**config.mk**
```make
export PLATFORM = sky130hd
export DESIGN_NAME = iccm_boot_seq
export DESIGN_NICKNAME = d
export VERILOG_FILES = /design/src/rtl/iccm_boot_seq.sv
export SDC_FILE = /design/constraint.sdc
export NUM_CORES = 1
export LEC_CHECK = 0
export ABC_CLOCK_PERIOD_IN_PS = 11100
export CORE_AREA = 3 3 124 126
export CTS_CLUSTER_DIAMETER = 60
export DETAILED_ROUTE_END_ITERATION = 7
export DIE_AREA = 0 0 127 129
export PLACE_DENSITY = 0.93
export SLEW_MARGIN = 0
export SYNTH_ARGS = -nofsm -noshare
export SYNTH_HDL_FRONTEND = slang
export SYNTH_SLANG_ARGS = --single-unit
```
**constraint.sdc**
```tcl
create_clock -name clk_i -period 11.1 [get_ports clk_i]
set_input_delay 1.665 -clock clk_i [delete_from_list [all_inputs] [get_ports clk_i]]
set_output_delay 1.665 -clock clk_i [all_outputs]
set_load 0.005 [all_outputs]
```
**src/rtl/iccm_boot_seq.sv**
```systemverilog
// ICCM boot sequencer: hands the ICCM port to the selected loader while the
// core is held in reset, then releases the core and gives it the port.
module iccm_boot_seq #(
   parameter int unsigned ADDR_W    = 14,
   parameter int unsigned DATA_W    = 32,
   parameter int unsigned DEPTH     = 16384,
   parameter int unsigned DRAIN_CYC = 4
) (
   input  logic              clk_i,
   input  logic              rst_ni,
   input  logic              boot_sel_i,
   input  logic              uart_we_i,
   input  logic [ADDR_W-1:0] uart_addr_i,
   input  logic [DATA_W-1:0] uart_wdata_i,
   input  logic              uart_done_i,
   input  logic              spi_we_i,
   input  logic [ADDR_W-1:0] spi_addr_i,
   input  logic [DATA_W-1:0] spi_wdata_i,
   input  logic              spi_done_i,
   input  logic              core_req_i,
   input  logic [ADDR_W-1:0] core_addr_i,
   output logic              core_gnt_o,
   output logic              core_rvalid_o,
   output logic [DATA_W-1:0] core_rdata_o,
   output logic              mem_req_o,
   output logic              mem_we_o,
   output logic [ADDR_W-1:0] mem_addr_o,
   output logic [DATA_W-1:0] mem_wdata_o,
   input  logic [DATA_W-1:0] mem_rdata_i,
   output logic              core_rst_no,
   output logic              boot_done_o,
   output logic [ADDR_W:0]   word_count_o,
   output logic [DATA_W-1:0] checksum_o,
   output logic              error_o
);

   localparam logic [1:0] ST_IDLE  = 2'd0;
   localparam logic [1:0] ST_LOAD  = 2'd1;
   localparam logic [1:0] ST_DRAIN = 2'd2;
   localparam logic [1:0] ST_RUN   = 2'd3;

   localparam int unsigned CNT_W =
      (DRAIN_CYC > 1) ? $clog2(DRAIN_CYC) : 1;
   localparam logic [CNT_W-1:0] CNT_LAST = CNT_W'(DRAIN_CYC - 1);
   localparam logic [ADDR_W:0] DEPTH_L = (ADDR_W + 1)'(DEPTH);
   localparam logic [ADDR_W:0] WC_MAX = {1'b1, {ADDR_W{1'b0}}};

   logic [1:0]        state_q, state_d;
   logic              sel_q, sel_d;
   logic [CNT_W-1:0]  cnt_q, cnt_d;
   logic              wr_q, wr_d;
   logic [ADDR_W-1:0] waddr_q, waddr_d;
   logic [DATA_W-1:0] wdata_q, wdata_d;
   logic [ADDR_W:0]   wc_q, wc_d;
   logic [DATA_W-1:0] cs_q, cs_d;
   logic              err_q, err_d;
   logic              run_q, run_d;
   logic              rvalid_q, rvalid_d;

   logic              sel_we;
   logic [ADDR_W-1:0] sel_addr;
   logic [DATA_W-1:0] sel_wdata;
   logic              sel_done;
   logic              oth_we;
   logic              in_range;
   logic              any_we;

   // Route the chosen loader; the other one only matters as an error source.
   always_comb begin
      sel_we    = sel_q ? uart_we_i    : spi_we_i;
      sel_addr  = sel_q ? uart_addr_i  : spi_addr_i;
      sel_wdata = sel_q ? uart_wdata_i : spi_wdata_i;
      sel_done  = sel_q ? uart_done_i  : spi_done_i;
      oth_we    = sel_q ? spi_we_i     : uart_we_i;
      in_range  = ({1'b0, sel_addr} < DEPTH_L);
      any_we    = uart_we_i | spi_we_i;
   end

   always_comb begin
      state_d  = state_q;
      sel_d    = sel_q;
      cnt_d    = cnt_q;
      wr_d     = 1'b0;
      waddr_d  = waddr_q;
      wdata_d  = wdata_q;
      wc_d     = wc_q;
      cs_d     = cs_q;
      err_d    = err_q;
      run_d    = run_q;
      rvalid_d = 1'b0;
      unique case (state_q)
         ST_IDLE: begin
            sel_d   = boot_sel_i;
            state_d = ST_LOAD;
         end
         ST_LOAD: begin
            if (sel_we && in_range) begin
               wr_d    = 1'b1;
               waddr_d = sel_addr;
               wdata_d = sel_wdata;
               wc_d    = (wc_q == WC_MAX) ? wc_q : wc_q + 1'b1;
               cs_d    = cs_q + sel_wdata;
            end
            if ((sel_we && !in_range) || oth_we) begin
               err_d = 1'b1;
            end
            if (sel_done) begin
               state_d = ST_DRAIN;
               cnt_d   = '0;
            end
         end
         ST_DRAIN: begin
            if (any_we) begin
               err_d = 1'b1;
            end
            if (cnt_q == CNT_LAST) begin
               state_d = ST_RUN;
               run_d   = 1'b1;
            end else begin
               cnt_d = cnt_q + 1'b1;
            end
         end
         ST_RUN: begin
            if (any_we) begin
               err_d = 1'b1;
            end
            rvalid_d = core_req_i;
         end
         default: begin
            state_d = ST_IDLE;
         end
      endcase
   end

   always_ff @(posedge clk_i or negedge rst_ni) begin
      if (!rst_ni) begin
         state_q  <= ST_IDLE;
         sel_q    <= 1'b0;
         cnt_q    <= '0;
         wr_q     <= 1'b0;
         waddr_q  <= '0;
         wdata_q  <= '0;
         wc_q     <= '0;
         cs_q     <= '0;
         err_q    <= 1'b0;
         run_q    <= 1'b0;
         rvalid_q <= 1'b0;
      end else begin
         state_q  <= state_d;
         sel_q    <= sel_d;
         cnt_q    <= cnt_d;
         wr_q     <= wr_d;
         waddr_q  <= waddr_d;
         wdata_q  <= wdata_d;
         wc_q     <= wc_d;
         cs_q     <= cs_d;
         err_q    <= err_d;
         run_q    <= run_d;
         rvalid_q <= rvalid_d;
      end
   end

   // After boot the core owns the port through a zero-latency passthrough.
   always_comb begin
      core_gnt_o    = run_q & core_req_i;
      mem_req_o     = run_q ? core_req_i  : wr_q;
      mem_we_o      = run_q ? 1'b0        : wr_q;
      mem_addr_o    = run_q ? core_addr_i : waddr_q;
      mem_wdata_o   = run_q ? '0          : wdata_q;
      core_rvalid_o = rvalid_q;
      core_rdata_o  = rvalid_q ? mem_rdata_i : '0;
      core_rst_no   = run_q;
      boot_done_o   = run_q;
      word_count_o  = wc_q;
      checksum_o    = cs_q;
      error_o       = err_q;
   end

endmodule

```
==> results of run 1 <==
## per-layer routing
metal  up-vias  GRT usage, %  routed length, um
met5         -             0                 13
met4         2          8.71                553
met3        49          5.65               1740
met2       307          45.8              11000
met1      3035          30.9               8250
li1       3022             -                  -
## worst max-delay path: cells and delay by family
| family | cells | cell delay [ns] |
|---|---|---|
| and+or+nand+nor | 2 | 0.46 |
| buffers and inverters | 2 | 0.87 |
## layout by cell type (no fill, tap or decap), drive strengths merged, types with 3 or more instances in the layout
| cell | n |
|---|---|
| a22o | 3 |
| o21a | 4 |
| clkdlybuf4s50 | 276 |
| a211oi | 6 |
| xnor2 | 27 |
| nor2b | 33 |
| nor3 | 3 |
| nand2 | 83 |
| inv | 9 |
| and2 | 34 |
| nor2 | 29 |
| mux2 | 80 |
| clkinvlp | 3 |
| and3 | 5 |
| nand4 | 17 |
| nor4 | 3 |
| buf | 5 |
| a21oi | 36 |
| ha | 40 |
| dfrtp | 102 |
| a31oi | 4 |
| o21bai | 3 |
| clkbuf | 9 |
| nand3 | 13 |
| xor2 | 16 |
| mux2i | 18 |
| a21o | 15 |
| nand2b | 4 |
| o21ai | 63 |
## power by group through the flow
stage / Sequential (W) / Clock, W / Combinational (W)
2_1_floorplan: 0.000379 / 0 / 0.0000365
3_3_place_gp: 0.000380 / 0 / 0.000111
3_5_place_dp: 0.000380 / 0 / 0.000113
4_1_cts: 0.000373 / 0.000333 / 0.000114
5_1_grt: 0.000373 / 0.000349 / 0.000123
6_report: 0.000372 / 0.000329 / 0.000114
## final cells by class
class / count / area (um2) / area share (%)
clock inverters: 7 / 81.3 / 0.813
flip-flops and latches: 102 / 2550 / 25.5
inverters: 8 / 30.0 / 0.300
well taps: 184 / 230 / 2.30
repair buffers: 281 / 2800 / 28.0
multi-input cells: 564 / 4080 / 40.8
clock buffers: 9 / 225 / 2.25
## registers in the layout (all words and copies together), names as in the netlist, 2 cells and up
signal and cells:
checksum_o 32, cnt_q 2, state_q 2, waddr_q 14, wdata_q 32, word_count_o 15
## cells by family after synthesis
logic type / synth area share [%]
buffers and inverters: 3.76
flip-flops: 37.1
XOR/XNOR: 5.47
adder cells (fa/ha/maj): 7.56
multiplexers: 15.7
AND/OR/NAND/NOR: 16.9
AO/OA/AOI/OAI: 13.6
## worst max path at each step
stage / to / slack [ns]
final: mem_req_o / 6.44
after global routing: mem_req_o / 6.40
after CTS: mem_req_o / 6.43
after global placement: checksum_o[26]$_DFFE_PN0P_ / 6.36
after floorplan: checksum_o[26]$_DFFE_PN0P_ / 7.04
after detailed placement: checksum_o[28]$_DFFE_PN0P_ / 6.31
## stage by stage
stage,power (W),hold slack (ns),setup WS [ns],std cells,utilization (%)
after floorplan,0.000416,0.446,7.04,715,-
after global placement,0.000491,0.458,6.36,1139,67.2
after detailed placement,0.000493,0.461,6.31,1139,67.2
after CTS,0.000820,0.478,6.43,1155,69.3
after global routing,0.000845,0.505,6.40,1155,69.3
final,0.000816,0.476,6.44,1155,69.3
==> run_summary.xml, run 1 <==
<?xml version="1.0" encoding="UTF-8"?>
<metrics>
  <group name="outcome">
    <metric name="outcome" unit="">complete, no violations</metric>
  </group>
  <group name="setup_path">
    <metric name="critical_path.slowest_cell" unit="">clkdlybuf4s50_1</metric>
    <metric name="r2r-start" unit="">sel_q$_DFFE_PN0N_</metric>
    <metric name="crit_path_max_incr_delay" unit="ns">0.46</metric>
    <metric name="worst-path-max-fanout" unit="">2</metric>
    <metric name="timing_worst_setup_path_type" unit="">primary input to output port</metric>
    <metric name="critPathMostFrequentCell" unit="">clkdlybuf4s50_1</metric>
    <metric name="reg2reg_depth" unit="">11</metric>
    <metric name="beginning_of_the_critical_path" unit="">core_req_i</metric>
    <metric name="worstPathArrival" unit="ns">3.00</metric>
    <metric name="setup.worst_path.end_class" unit="">output port</metric>
    <metric name="crit_path_start_kind" unit="">primary input</metric>
    <metric name="critical_path_cell_by_cell" unit="">clkdlybuf4s50_1, and2_1, or2_2, clkdlybuf4s50_1</metric>
    <metric name="r2r-end" unit="">checksum_o[29]$_DFFE_PN0P_</metric>
    <metric name="reg2reg_setup_slack" unit="ns">7.25</metric>
    <metric name="worstPathRequired" unit="ns">9.44</metric>
  </group>
  <group name="grt">
    <metric name="grt_pass1_wl" unit="um">33500</metric>
    <metric name="track_usage" unit="%">25.7</metric>
    <metric name="sum_of_overflow_across_all_layers_after_global_routing" unit="">0</metric>
    <metric name="grt_max_degree" unit="">93</metric>
    <metric name="grt_pass1_vias" unit="">6335</metric>
    <metric name="initial_antenna_violation_count" unit="">1</metric>
  </group>
  <group name="routing">
    <metric name="drt-wirelength-per-cell" unit="um">18.6</metric>
    <metric name="dr_drc_count" unit="">0</metric>
    <metric name="drt-total-wl" unit="um">21500</metric>
    <metric name="drt_pre_antenna_iters" unit="">5</metric>
    <metric name="vias_per_cell" unit="">5.55</metric>
    <metric name="drtIter0Drc" unit="">504</metric>
    <metric name="vias" unit="">6415</metric>
    <metric name="number_of_antenna_violating_nets_in_the_routed_design" unit="">0</metric>
  </group>
  <group name="timing">
    <metric name="timing.final.crit_share" unit="%">42.0</metric>
    <metric name="fin_skew" unit="ns">0.00761</metric>
    <metric name="worstMarginPinSlew" unit="ns">1.09</metric>
    <metric name="drv_slew" unit="">0</metric>
    <metric name="layout_min_cycle_time" unit="ns">4.66</metric>
    <metric name="final_hold_viol_count" unit="">0</metric>
    <metric name="rsz0062_at_grt" unit="">false</metric>
    <metric name="totalNegativeSetupSlack" unit="ns">0</metric>
    <metric name="setup-violations-final" unit="">0</metric>
    <metric name="fmax" unit="GHz">0.215</metric>
    <metric name="slew_headroom" unit="%">27.6</metric>
  </group>
  <group name="flow_run">
    <metric name="maxcap_violations" unit="">0</metric>
  </group>
  <group name="clock_network">
    <metric name="clock_latency" unit="ns">0.35</metric>
    <metric name="clkTransAtPathRegs" unit="ns">0.08</metric>
    <metric name="cts_max_level" unit="">3</metric>
    <metric name="hold_buf_cts" unit="">0</metric>
    <metric name="cts_tree" unit="">built</metric>
    <metric name="tritoncts.num_buffers" unit="">9</metric>
    <metric name="clkSinkCount" unit="">102</metric>
    <metric name="post-cts-setup-buffers" unit="">0</metric>
    <metric name="cts.repair.resized" unit="">0</metric>
    <metric name="clock-root-buffer" unit="">clkbuf_16</metric>
    <metric name="ctsLongestPathBuffers" unit="">2</metric>
  </group>
  <group name="synthesis">
    <metric name="syn_area" unit="um2">6890</metric>
    <metric name="post_synthesis_net_count" unit="">902</metric>
    <metric name="yosys.area.top_type" unit="">dfrtp_1</metric>
    <metric name="syn-mean-instance-area" unit="um2">9.63</metric>
    <metric name="postSynth.topFlopCell" unit="">dfrtp_1</metric>
    <metric name="synth_largest_type_area_fraction" unit="%">37.1</metric>
    <metric name="yosys.cell_count.top_type" unit="">dfrtp_1</metric>
    <metric name="post_synth_most_frequent_cells" unit="">102 x dfrtp_1, 83 x nand2_1, 80 x mux2_2</metric>
    <metric name="yosysWarnings" unit="">0</metric>
    <metric name="synth-seq-cells" unit="">102</metric>
    <metric name="seq_area_frac_synth" unit="%">37.1</metric>
    <metric name="synth_cells" unit="">715</metric>
    <metric name="synthDistinctLibCells" unit="">61</metric>
    <metric name="number_of_flops_mapped_to_enable_cells_by_yosys" unit="">0</metric>
    <metric name="synth_async_sr_flop_share" unit="%">100</metric>
    <metric name="netlist_top_cells_area" unit="">dfrtp_1 37%, mux2_2 13%, ha_1 7.3%</metric>
  </group>
  <group name="pwr">
    <metric name="power.switching_fraction" unit="%">23.8</metric>
    <metric name="cellInternalPower" unit="W">0.000621</metric>
    <metric name="clock_power_share" unit="%">40.4</metric>
    <metric name="netSwitchingPower" unit="W">0.000194</metric>
    <metric name="p_leak" unit="nW">4.35</metric>
    <metric name="ir_worst_vdd" unit="V">0.0000593</metric>
    <metric name="seq_power_share" unit="%">45.7</metric>
    <metric name="share_comb_of_total_power" unit="%">13.9</metric>
    <metric name="cellPowerDensity" unit="nW/um2">81.6</metric>
  </group>
  <group name="die">
    <metric name="die_area" unit="um2">16400</metric>
    <metric name="io_pins" unit="">278</metric>
    <metric name="die_width" unit="um">127</metric>
    <metric name="rows" unit="">44</metric>
    <metric name="die_height" unit="um">129</metric>
    <metric name="starting_density" unit="%">47.8</metric>
    <metric name="design.core.area" unit="um2">14400</metric>
  </group>
  <group name="worst_hold_path">
    <metric name="hold_path_depth" unit="">1</metric>
    <metric name="hold_path_end" unit="">error_o$_DFFE_PN0P_</metric>
    <metric name="worstHoldPathType" unit="">flop to flop</metric>
    <metric name="hp-start" unit="">error_o$_DFFE_PN0P_</metric>
  </group>
  <group name="placement">
    <metric name="gpl.final_weighted_congestion" unit="">0.933</metric>
    <metric name="hpwlAfterDp" unit="um">16400</metric>
    <metric name="dpl-instance-area" unit="um2">9690</metric>
    <metric name="port-buffer-count" unit="">277</metric>
  </group>
  <group name="cells_and_area">
    <metric name="nets" unit="">1153</metric>
    <metric name="antennaDiodeCount" unit="">0</metric>
    <metric name="postLayoutCellArea" unit="um2">10000</metric>
    <metric name="layout-area-overhead-vs-synth" unit="%">45.2</metric>
    <metric name="fraction_of_final_layout_cells_with_drive_strength_greater_than_1" unit="%">12.2</metric>
    <metric name="fillerInstances" unit="">1051</metric>
  </group>
</metrics>
(Power assumes the default switching activity.)
==> run 2: changes to the inputs <==
Settings changed: ABC_CLOCK_PERIOD_IN_PS 11100 to 3850, CORE_AREA 3 3 124 126 to 3 3 136 138, DIE_AREA 0 0 127 129 to 0 0 139 141, PLACE_DENSITY 0.93 to 0.83.
Clock period 11.1 ns to 3.85 ns, I/O delays scaled along.
==> run_summary.xml, run 2 (synthesis gave the netlist of run 1 again) <==
<?xml version="1.0" encoding="UTF-8"?>
<metrics>
  <group name="outcome">
    <metric name="outcome" unit="">complete, no violations</metric>
  </group>
  <group name="timing">
    <metric name="worstMarginPinSlew" unit="ns">0.864</metric>
    <metric name="layout_min_cycle_time" unit="ns">3.44</metric>
    <metric name="timing.final.crit_share" unit="%">89.5</metric>
    <metric name="fin_skew" unit="ns">0.00959</metric>
    <metric name="final_hold_viol_count" unit="">0</metric>
    <metric name="final.hold.worst_slack" unit="ns">0.332</metric>
    <metric name="totalNegativeSetupSlack" unit="ns">0</metric>
    <metric name="setup-violations-final" unit="">0</metric>
    <metric name="slew_headroom" unit="%">42.4</metric>
    <metric name="rsz0062_at_grt" unit="">false</metric>
    <metric name="setup_ws" unit="ns">0.405</metric>
    <metric name="drv_slew" unit="">0</metric>
    <metric name="fmax" unit="GHz">0.290</metric>
  </group>
  <group name="die">
    <metric name="rows" unit="">48</metric>
    <metric name="io_pins" unit="">278</metric>
    <metric name="starting_density" unit="%">39.8</metric>
    <metric name="design.core.area" unit="um2">17300</metric>
    <metric name="die_height" unit="um">141</metric>
    <metric name="die_area" unit="um2">19600</metric>
    <metric name="die_width" unit="um">139</metric>
  </group>
  <group name="pwr">
    <metric name="p_leak" unit="nW">4.38</metric>
    <metric name="ir_worst_vdd" unit="V">0.000187</metric>
    <metric name="cellPowerDensity" unit="nW/um2">228</metric>
  </group>
  <group name="clock_network">
    <metric name="clock-root-buffer" unit="">clkbuf_16</metric>
    <metric name="hold_buf_cts" unit="">0</metric>
    <metric name="clkTransAtPathRegs" unit="ns">0.08</metric>
    <metric name="cts_max_level" unit="">3</metric>
    <metric name="cts.repair.resized" unit="">0</metric>
    <metric name="tritoncts.num_buffers" unit="">9</metric>
    <metric name="cts_tree" unit="">built</metric>
    <metric name="clkSinkCount" unit="">102</metric>
    <metric name="ctsLongestPathBuffers" unit="">2</metric>
    <metric name="clock_latency" unit="ns">0.35</metric>
    <metric name="post-cts-setup-buffers" unit="">0</metric>
  </group>
  <group name="routing">
    <metric name="vias" unit="">6236</metric>
    <metric name="drt_pre_antenna_iters" unit="">5</metric>
    <metric name="drt-total-wl" unit="um">20300</metric>
    <metric name="vias_per_cell" unit="">5.19</metric>
    <metric name="drt-wirelength-per-cell" unit="um">16.9</metric>
    <metric name="drtIter0Drc" unit="">341</metric>
    <metric name="dr_drc_count" unit="">0</metric>
    <metric name="number_of_antenna_violating_nets_in_the_routed_design" unit="">0</metric>
  </group>
  <group name="grt">
    <metric name="grt_pass1_vias" unit="">6218</metric>
    <metric name="sum_of_overflow_across_all_layers_after_global_routing" unit="">0</metric>
    <metric name="grt_max_degree" unit="">93</metric>
    <metric name="grt_pass1_wl" unit="um">32700</metric>
    <metric name="track_usage" unit="%">20.5</metric>
    <metric name="initial_antenna_violation_count" unit="">1</metric>
  </group>
  <group name="setup_path">
    <metric name="critical_path.slowest_cell" unit="">dfrtp_2</metric>
    <metric name="setup.worst_path.end_class" unit="">flop</metric>
    <metric name="reg2reg_setup_slack" unit="ns">0.41</metric>
    <metric name="crit_path_max_incr_delay" unit="ns">0.57</metric>
    <metric name="critical_path_cell_by_cell" unit="">buf_4, mux2_2, ha_1, nand2_1, o21ai_0, and2b_2, a211o_2, a41oi_2, o31a_1, or4_1, nand3_1</metric>
    <metric name="timing_worst_setup_path_type" unit="">flop to flop</metric>
    <metric name="worstPathArrival" unit="ns">3.73</metric>
    <metric name="r2r-end" unit="">checksum_o[29]$_DFFE_PN0P_</metric>
    <metric name="worstPathRequired" unit="ns">4.13</metric>
    <metric name="critical_path.n_buffers_inverters" unit="">1</metric>
    <metric name="critical-path-top-delay-family" unit="">compound AO/OA/AOI/OAI gates</metric>
    <metric name="r2r-start" unit="">sel_q$_DFFE_PN0N_</metric>
    <metric name="crit_path_start_kind" unit="">flop</metric>
    <metric name="worst-path-max-fanout" unit="">10</metric>
    <metric name="reg2reg_depth" unit="">11</metric>
  </group>
  <group name="cells_and_area">
    <metric name="final_cell_count_no_fill" unit="">1201</metric>
    <metric name="postLayoutCellArea" unit="um2">10100</metric>
    <metric name="layout.cells.most_common_list" unit="">276 x clkdlybuf4s50_1, 100 x dfrtp_1, 82 x nand2_1</metric>
    <metric name="fillerInstances" unit="">1530</metric>
    <metric name="fraction_of_final_layout_cells_with_drive_strength_greater_than_1" unit="%">12.6</metric>
    <metric name="mostFrequentLayoutCell" unit="">clkdlybuf4s50_1</metric>
    <metric name="nets" unit="">1157</metric>
    <metric name="layout-area-overhead-vs-synth" unit="%">46.5</metric>
  </group>
  <group name="placement">
    <metric name="hpwlAfterDp" unit="um">15900</metric>
    <metric name="placed_cells_incl_taps" unit="">1184</metric>
    <metric name="gpl.final_weighted_congestion" unit="">0.876</metric>
    <metric name="dpl-instance-area" unit="um2">9800</metric>
    <metric name="place_ws" unit="ns">0.140</metric>
    <metric name="port-buffer-count" unit="">277</metric>
  </group>
  <group name="flow_run">
    <metric name="maxcap_violations" unit="">0</metric>
  </group>
  <group name="worst_hold_path">
    <metric name="worstHoldPathType" unit="">primary input to async pin</metric>
  </group>
</metrics>
-- run 2: area by class of cell --
type	instances	area, um2	share of cell area (%)
diodes	1	2.50	0.0248
multi-input cells	564	4080	40.4
flip-flops and latches	102	2550	25.3
inverters	8	30.0	0.298
clock buffers	9	225	2.23
clock inverters	7	63.8	0.632
repair buffers	285	2860	28.3
well taps	225	282	2.79
-- run 2: worst max path at each step --
stage / start / endpoint / depth (start not counted)
6_report: sel_q$_DFFE_PN0N_ / checksum_o[29]$_DFFE_PN0P_ / 11
4_1_cts: sel_q$_DFFE_PN0N_ / checksum_o[26]$_DFFE_PN0P_ / 11
3_5_place_dp: uart_wdata_i[0] / checksum_o[26]$_DFFE_PN0P_ / 12
3_3_place_gp: uart_wdata_i[0] / checksum_o[26]$_DFFE_PN0P_ / 12
2_1_floorplan: sel_q$_DFFE_PN0N_ / checksum_o[31]$_DFFE_PN0P_ / 13
5_1_grt: sel_q$_DFFE_PN0N_ / checksum_o[26]$_DFFE_PN0P_ / 11
-- run 2: metrics by stage --
step | util (%) | power [W]
final | 58.3 | 0.00230
after global placement | 56.7 | 0.00142
after CTS | 58.3 | 0.00234
after detailed placement | 56.7 | 0.00142
after global routing | 58.3 | 0.00240
after floorplan | - | 0.00120
-- run 2: worst register-to-register path: cells and delay by family, from the launching register on --
family	cells	cell delay [ns]
compound gates	4	0.93
buf+inv	1	0.25
fa+ha+maj	1	0.41
simple gates	4	0.87
flops	1	0.57
mux	1	0.37
-- run 2: routing by layer --
layer	vias up	share of wire (%)	track usage, %
li1	3038	-	-
met1	2974	43	25.5
met2	204	50	36.2
met3	20	5.5	4.24
met4	0	1.7	5.51
met5	-	0	0
-- run 2: report_power, final --
group / total, W / switching [W] / internal, W
combinational: 0.000325 / 0.000116 / 0.000210
clock: 0.000903 / 0.000449 / 0.000454
sequential: 0.00107 / 0.00000315 / 0.00107
